`src/rtl/fetch_unit.sv`:
```
// Instruction fetch stage: owns the PC, issues in-order imem requests, buffers returned
// words in a small FIFO and drops stale words after a taken branch/jump from execute.
module fetch_unit #(
  parameter int                 D_WIDTH  = 32,
  parameter logic [D_WIDTH-1:0] RESET_PC = '0,
  parameter int                 DEPTH    = 2
) (
  input  logic                   clk,
  input  logic                   rst_n,
  input  logic                   ex_valid,
  input  logic                   pcsrc,
  input  logic [D_WIDTH-1:0]     jumpaddress,
  output logic                   imem_req_valid,
  input  logic                   imem_req_ready,
  output logic [D_WIDTH-1:0]     imem_addr,
  input  logic                   imem_rsp_valid,
  input  logic [31:0]            imem_rsp_data,
  output logic                   instr_valid,
  input  logic                   instr_ready,
  output logic [31:0]            instr,
  output logic [D_WIDTH-1:0]     prog_addr,
  output logic                   dbg_state,
  output logic [$clog2(DEPTH):0] dbg_drop_cnt
);

  localparam int AW = $clog2(DEPTH);
  localparam int CW = AW + 1;
  localparam int SW = CW + 1;
  localparam logic [SW-1:0] DEPTH_S = SW'(DEPTH);
  localparam logic [CW-1:0] DEPTH_C = CW'(DEPTH);

  localparam logic [0:0] ST_RUN   = 1'b0;
  localparam logic [0:0] ST_FLUSH = 1'b1;

  logic [D_WIDTH-1:0] pc_q, pc_d;
  logic [CW-1:0]      outstanding_q, outstanding_d;
  logic [CW-1:0]      drop_cnt_q, drop_cnt_d;
  logic [0:0]         state_q, state_d;
  logic               req_valid_q, req_valid_d;

  logic [D_WIDTH-1:0] tag_mem_q [DEPTH];
  logic [AW-1:0]      tag_wr_q, tag_wr_d, tag_rd_q, tag_rd_d;

  logic [31:0]        fifo_instr_q [DEPTH];
  logic [D_WIDTH-1:0] fifo_addr_q [DEPTH];
  logic [AW-1:0]      fifo_wr_q, fifo_wr_d, fifo_rd_q, fifo_rd_d;
  logic [CW-1:0]      count_q, count_d;

  logic redirect, req_fire, rsp_fire, pop, push;
  logic unused_jump_lo;

  // Handshakes: a transfer happens on a rising edge where valid and ready are both high;
  // valid never depends combinationally on ready. Responses have no ready and always fit.
  assign redirect = ex_valid & pcsrc;
  assign req_fire = req_valid_q & imem_req_ready;
  assign rsp_fire = imem_rsp_valid;
  assign pop      = instr_valid & instr_ready;
  assign push     = rsp_fire & (state_q == ST_RUN) & ~redirect;

  assign unused_jump_lo = ^jumpaddress[1:0];

  always_comb begin
    pc_d          = pc_q;
    outstanding_d = outstanding_q + CW'(req_fire) - CW'(rsp_fire);
    drop_cnt_d    = drop_cnt_q;
    tag_wr_d      = tag_wr_q;
    tag_rd_d      = tag_rd_q;
    fifo_wr_d     = fifo_wr_q;
    fifo_rd_d     = fifo_rd_q;
    count_d       = count_q;

    if (redirect) begin
      pc_d = {jumpaddress[D_WIDTH-1:2], 2'b00};
    end else if (req_fire) begin
      pc_d = pc_q + D_WIDTH'(4);
    end

    // Every word still owed by imem at a redirect is stale, including one requested now.
    if (redirect) begin
      drop_cnt_d = outstanding_d;
    end else if ((state_q == ST_FLUSH) && rsp_fire) begin
      drop_cnt_d = drop_cnt_q - CW'(1);
    end

    if (redirect) begin
      tag_wr_d  = '0;
      tag_rd_d  = '0;
      fifo_wr_d = '0;
      fifo_rd_d = '0;
      count_d   = '0;
    end else begin
      if (req_fire) tag_wr_d = tag_wr_q + AW'(1);
      if (rsp_fire && (state_q == ST_RUN)) tag_rd_d = tag_rd_q + AW'(1);
      if (push) fifo_wr_d = fifo_wr_q + AW'(1);
      if (pop) fifo_rd_d = fifo_rd_q + AW'(1);
      count_d = count_q + CW'(push) - CW'(pop);
    end

    state_d     = (drop_cnt_d != '0) ? ST_FLUSH : ST_RUN;
    req_valid_d = (({1'b0, outstanding_d} + {1'b0, count_d}) < DEPTH_S) && (drop_cnt_d == '0);
  end

  always_ff @(posedge clk or negedge rst_n) begin
    if (!rst_n) begin
      pc_q          <= RESET_PC;
      outstanding_q <= '0;
      drop_cnt_q    <= '0;
      state_q       <= ST_RUN;
      req_valid_q   <= 1'b0;
      tag_wr_q      <= '0;
      tag_rd_q      <= '0;
      fifo_wr_q     <= '0;
      fifo_rd_q     <= '0;
      count_q       <= '0;
      for (int i = 0; i < DEPTH; i++) begin
        tag_mem_q[i]    <= '0;
        fifo_instr_q[i] <= '0;
        fifo_addr_q[i]  <= '0;
      end
    end else begin
      pc_q          <= pc_d;
      outstanding_q <= outstanding_d;
      drop_cnt_q    <= drop_cnt_d;
      state_q       <= state_d;
      req_valid_q   <= req_valid_d;
      tag_wr_q      <= tag_wr_d;
      tag_rd_q      <= tag_rd_d;
      fifo_wr_q     <= fifo_wr_d;
      fifo_rd_q     <= fifo_rd_d;
      count_q       <= count_d;
      if (req_fire && !redirect) tag_mem_q[tag_wr_q] <= pc_q;
      if (push) begin
        fifo_instr_q[fifo_wr_q] <= imem_rsp_data;
        fifo_addr_q[fifo_wr_q]  <= tag_mem_q[tag_rd_q];
      end
    end
  end

  assign imem_req_valid = req_valid_q;
  assign imem_addr      = pc_q;
  assign instr_valid    = (count_q != '0);
  assign instr          = fifo_instr_q[fifo_rd_q];
  assign prog_addr      = fifo_addr_q[fifo_rd_q];
  assign dbg_state      = state_q;
  assign dbg_drop_cnt   = drop_cnt_q;

  a_no_underflow: assert property (@(posedge clk) disable iff (!rst_n)
    !(rsp_fire && (outstanding_q == '0)));
  a_no_overflow: assert property (@(posedge clk) disable iff (!rst_n)
    !(req_fire && (outstanding_q == DEPTH_C)));

endmodule

```
`config.mk`:
```
export PLATFORM = sky130hd
export DESIGN_NAME = fetch_unit
export DESIGN_NICKNAME = d
export VERILOG_FILES = /design/src/rtl/fetch_unit.sv
export SDC_FILE = /design/constraint.sdc
export NUM_CORES = 1
export LEC_CHECK = 0
export CORE_AREA = 5 5 145 147
export DETAILED_ROUTE_END_ITERATION = 8
export DIE_AREA = 0 0 150 152
export GPL_TIMING_DRIVEN = 0
export PLACE_DENSITY = 0.77
export SLEW_MARGIN = 20
export SYNTH_ARGS = -nofsm -noshare
export SYNTH_HDL_FRONTEND = slang
export SYNTH_SLANG_ARGS = --single-unit
```
`constraint.sdc`:
```
create_clock -name clk -period 2.9 [get_ports clk]
set_clock_uncertainty 0.05 [all_clocks]
set_input_delay 0.435 -clock clk [delete_from_list [all_inputs] [get_ports clk]]
set_output_delay 0.435 -clock clk [all_outputs]
set_load 0.02 [all_outputs]
```
==> results.toml <==
[drt]
vias_per_cell = 5.381
wire_per_inst_um = 17.93
drtAntennaViolNets = 0
wl_um = 23410
drc = 0
dr_total_vias = 7027
drt-initial-drc-count = 286
drt_pass1_iterations = 5

[sta]
whs_ps = 397.9
max_freq_mhz = 356.9
min_period_over_period = 0.9662
min_period_ps = 2802
setup_violations = 0
setup-tns-final_ps = 0
rsz0062_at_grt = "false"
worst_pin_slew_ps = 761.5
hold_viol = 0
finalMaxSlewViolations = 0
slew_headroom = 0.4923

[logic_synthesis]
ys_seq_area_frac = 0.5578
synth_area_per_cell_um2 = 12.32
async_flop_share = 1.000
synthMuxAreaShare = 0.2339
ys_seq_elements = 226
synthSimpleGateAreaFrac = 0.08898
synth_fa_ha_area_frac = 0.008145
synth-edff-count = 0
synthFlopType = "dfrtp_1"
netlist-cell-type-count = 45
syn_area_um2 = 10140
syn_inst = 823
synth_compound_area_frac = 0.06319
synth_top_family_by_area = "multiplexers"
synth-warning-count = 0
synth_xor_area_frac = 0.01814

[floorplanning]
ios = 172
fp-row-count = 52
start_util = 0.5126
die_x_um = 150
die_y_um = 152
die_area_um2 = 22800
core_area_um2 = 19780

[cts]
clk_pin_slew_worst_paths_ps = 60
insertion_delay_ps = 510
cts.sink_count = 226
clockBufferDepth = 3
cts_root_buf = "clkbuf_16"
numCtsBuffers = 24
cts_tree = "done"
h-tree-depth = 1
post-cts-setup-buffers = 0

[power]
ir_drop_mv = 0.4954
p_per_area_nw_per_um2 = 1057
leakagePower_uw = 0.005640

[critical_path]
slowest_delay_ps = 540
end_kind = "output port"
start_kind = "register"
arrival_ps = 2320
path_max_fanout = 10
cp_cell_sequence = "clkbuf_2, mux2_2, clkdlybuf4s50_1"
critPathLaunch = "fifo_rd_q"
r2r_start = "count_q[0]"
crit_type = "reg -> out"
required_ps = 2410
r2r_slack_ps = 200
slowest_stage = "clkdlybuf4s50_1"

[cells_and_area]
drive_gt1_frac = 0.2539
finalNonFillerCells = 1306
syn2layout_area_growth_pct = 28.37
layout_commonest_cell = "dfrtp_1"
finalNetCount = 1095
most-common-layout-cells = "dfrtp_1 (225), mux2_2 (183), clkdlybuf4s50_1 (164)"
fillers = 1555
diodes = 0

[grt]
grt_pass1_wl_um = 38830
grt_overflow_total = 0
grt_pass1_vias = 7506
grt_max_degree = 100
grtUsageTotal = 0.2083
antenna_found_initial = 0

[worst_hold_path]
min_path_type = "in -> async"

[run_status]
status = "finished, final reports clean"

[place]
io_buffers = 165
dp.final_hpwl_um = 16210
placed_cells = 1263
gp_congestion = 0.8035

[job]
maxCapViolCount = 0
[final timing paths]
check                                       end  cells after the start
worst max-delay path              prog_addr[31]                      3
worst min register to register  fifo_addr_q[58]                      2
max in group asynchronous             fifo_rd_q                      3
worst max register to register   imem_req_valid                     10
worst min-delay path            fifo_instr_q[5]                      2
min in group clk                fifo_addr_q[58]                      2
[per-layer routing]
metal | part of all wire | track usage | vias to the layer above | wire (um)
li1 | - | - | 3318 | -
met1 | 0.44 | 0.2918 | 3469 | 10410
met2 | 0.48 | 0.3401 | 202 | 11310
met3 | 0.050 | 0.02919 | 38 | 1166
met4 | 0.022 | 0.06057 | 0 | 519
met5 | 0 | 0 | - | 0
[Yosys cell counts, types with 2 or more instances]
cell	count	area (um^2)
nand2_2	2	12.51
o21ai_0	78	390.4
xnor2_1	10	87.58
clkbuf_1	32	120.1
or3_1	2	12.51
mux2i_1	31	310.3
nand4_4	2	42.54
and2_1	4	25.02
buf_4	5	37.54
and4_1	2	17.52
nor2_1	26	97.59
dfrtp_1	226	5655
nand3_1	14	70.07
buf_6	5	56.30
and3_1	5	31.28
mux2_2	183	2061
buf_1	2	7.510
nor3_1	3	15.01
or4_1	15	112.6
nand2_1	89	334.1
a31oi_1	18	112.6
xor2_1	11	96.34
inv_1	5	18.77
o31ai_1	15	112.6
ha_1	5	62.56
buf_2	10	50.05
nand4_1	5	31.28
[area by class of cell]
type                       count  area [um^2]  share of cell area
buffer                        53        280.3             0.02153
clock buffer                  34        699.4             0.05374
clock inverter                10        102.6            0.007883
inverter                       5        18.77            0.001442
multi-input combinational    540         4198              0.3225
sequential                   226         5657              0.4346
tap                          270        337.8             0.02596
timing repair buffer         168         1722              0.1323
[sequential cells by signal, summed over array words and instances, names as in the netlist, 2 cells and up]
| register | flops |
|---|---|
| tag_mem_q | 60 |
| fifo_addr_q | 60 |
| fifo_instr_q | 64 |
| count_q | 2 |
| imem_addr | 30 |
| dbg_drop_cnt | 2 |
| outstanding_q | 2 |
[cell families (layout without fill, tap and decap cells)]
| group | count (synthesis) | count (layout) |
|---|---|---|
| DFF | 226 | 226 |
| adders and majority gates | 6 | 6 |
| other | 1 | 4 |
| muxes | 214 | 214 |
| xor gates and xnor gates | 21 | 21 |
| buffers and inverters | 60 | 270 |
| AOI/OAI and AO/OA | 114 | 114 |
| and+or+nand+nor | 181 | 181 |
[repair_timing]
action,in CTS,in global routing
endpoints found under the setup margin,59,1
hold buffers,1,0
pin swaps,0,0
endpoints found under the hold margin,62,0
gates resized for setup,7,1
[stage by stage]
stage / worst slack, ps / utilization / total power [uW] / instance area, um^2
floorplan: 382.7 / - / 8493 / 10150
global placement: -8031 / 0.6137 / 10590 / 12140
detailed placement: -501.7 / 0.6168 / 10760 / 12200
CTS: 26.20 / 0.6581 / 13900 / 13020
global route: 0.5607 / 0.6580 / 14610 / 13020
finish: 98.11 / 0.6580 / 13750 / 13020
[power by group]
part           switching [uW]  internal [uW]  total (uW)
clock                    1210           1860        3060
sequential                757           4460        5220
combinational            2600           2880        5480
[critical path: cells and delay by family, from the launching register on]
family,cells,cell delay [ps]
buffers and inverters,2,890
flip-flops,1,510
multiplexers,1,400
Power figures use the tool's default switching activity.
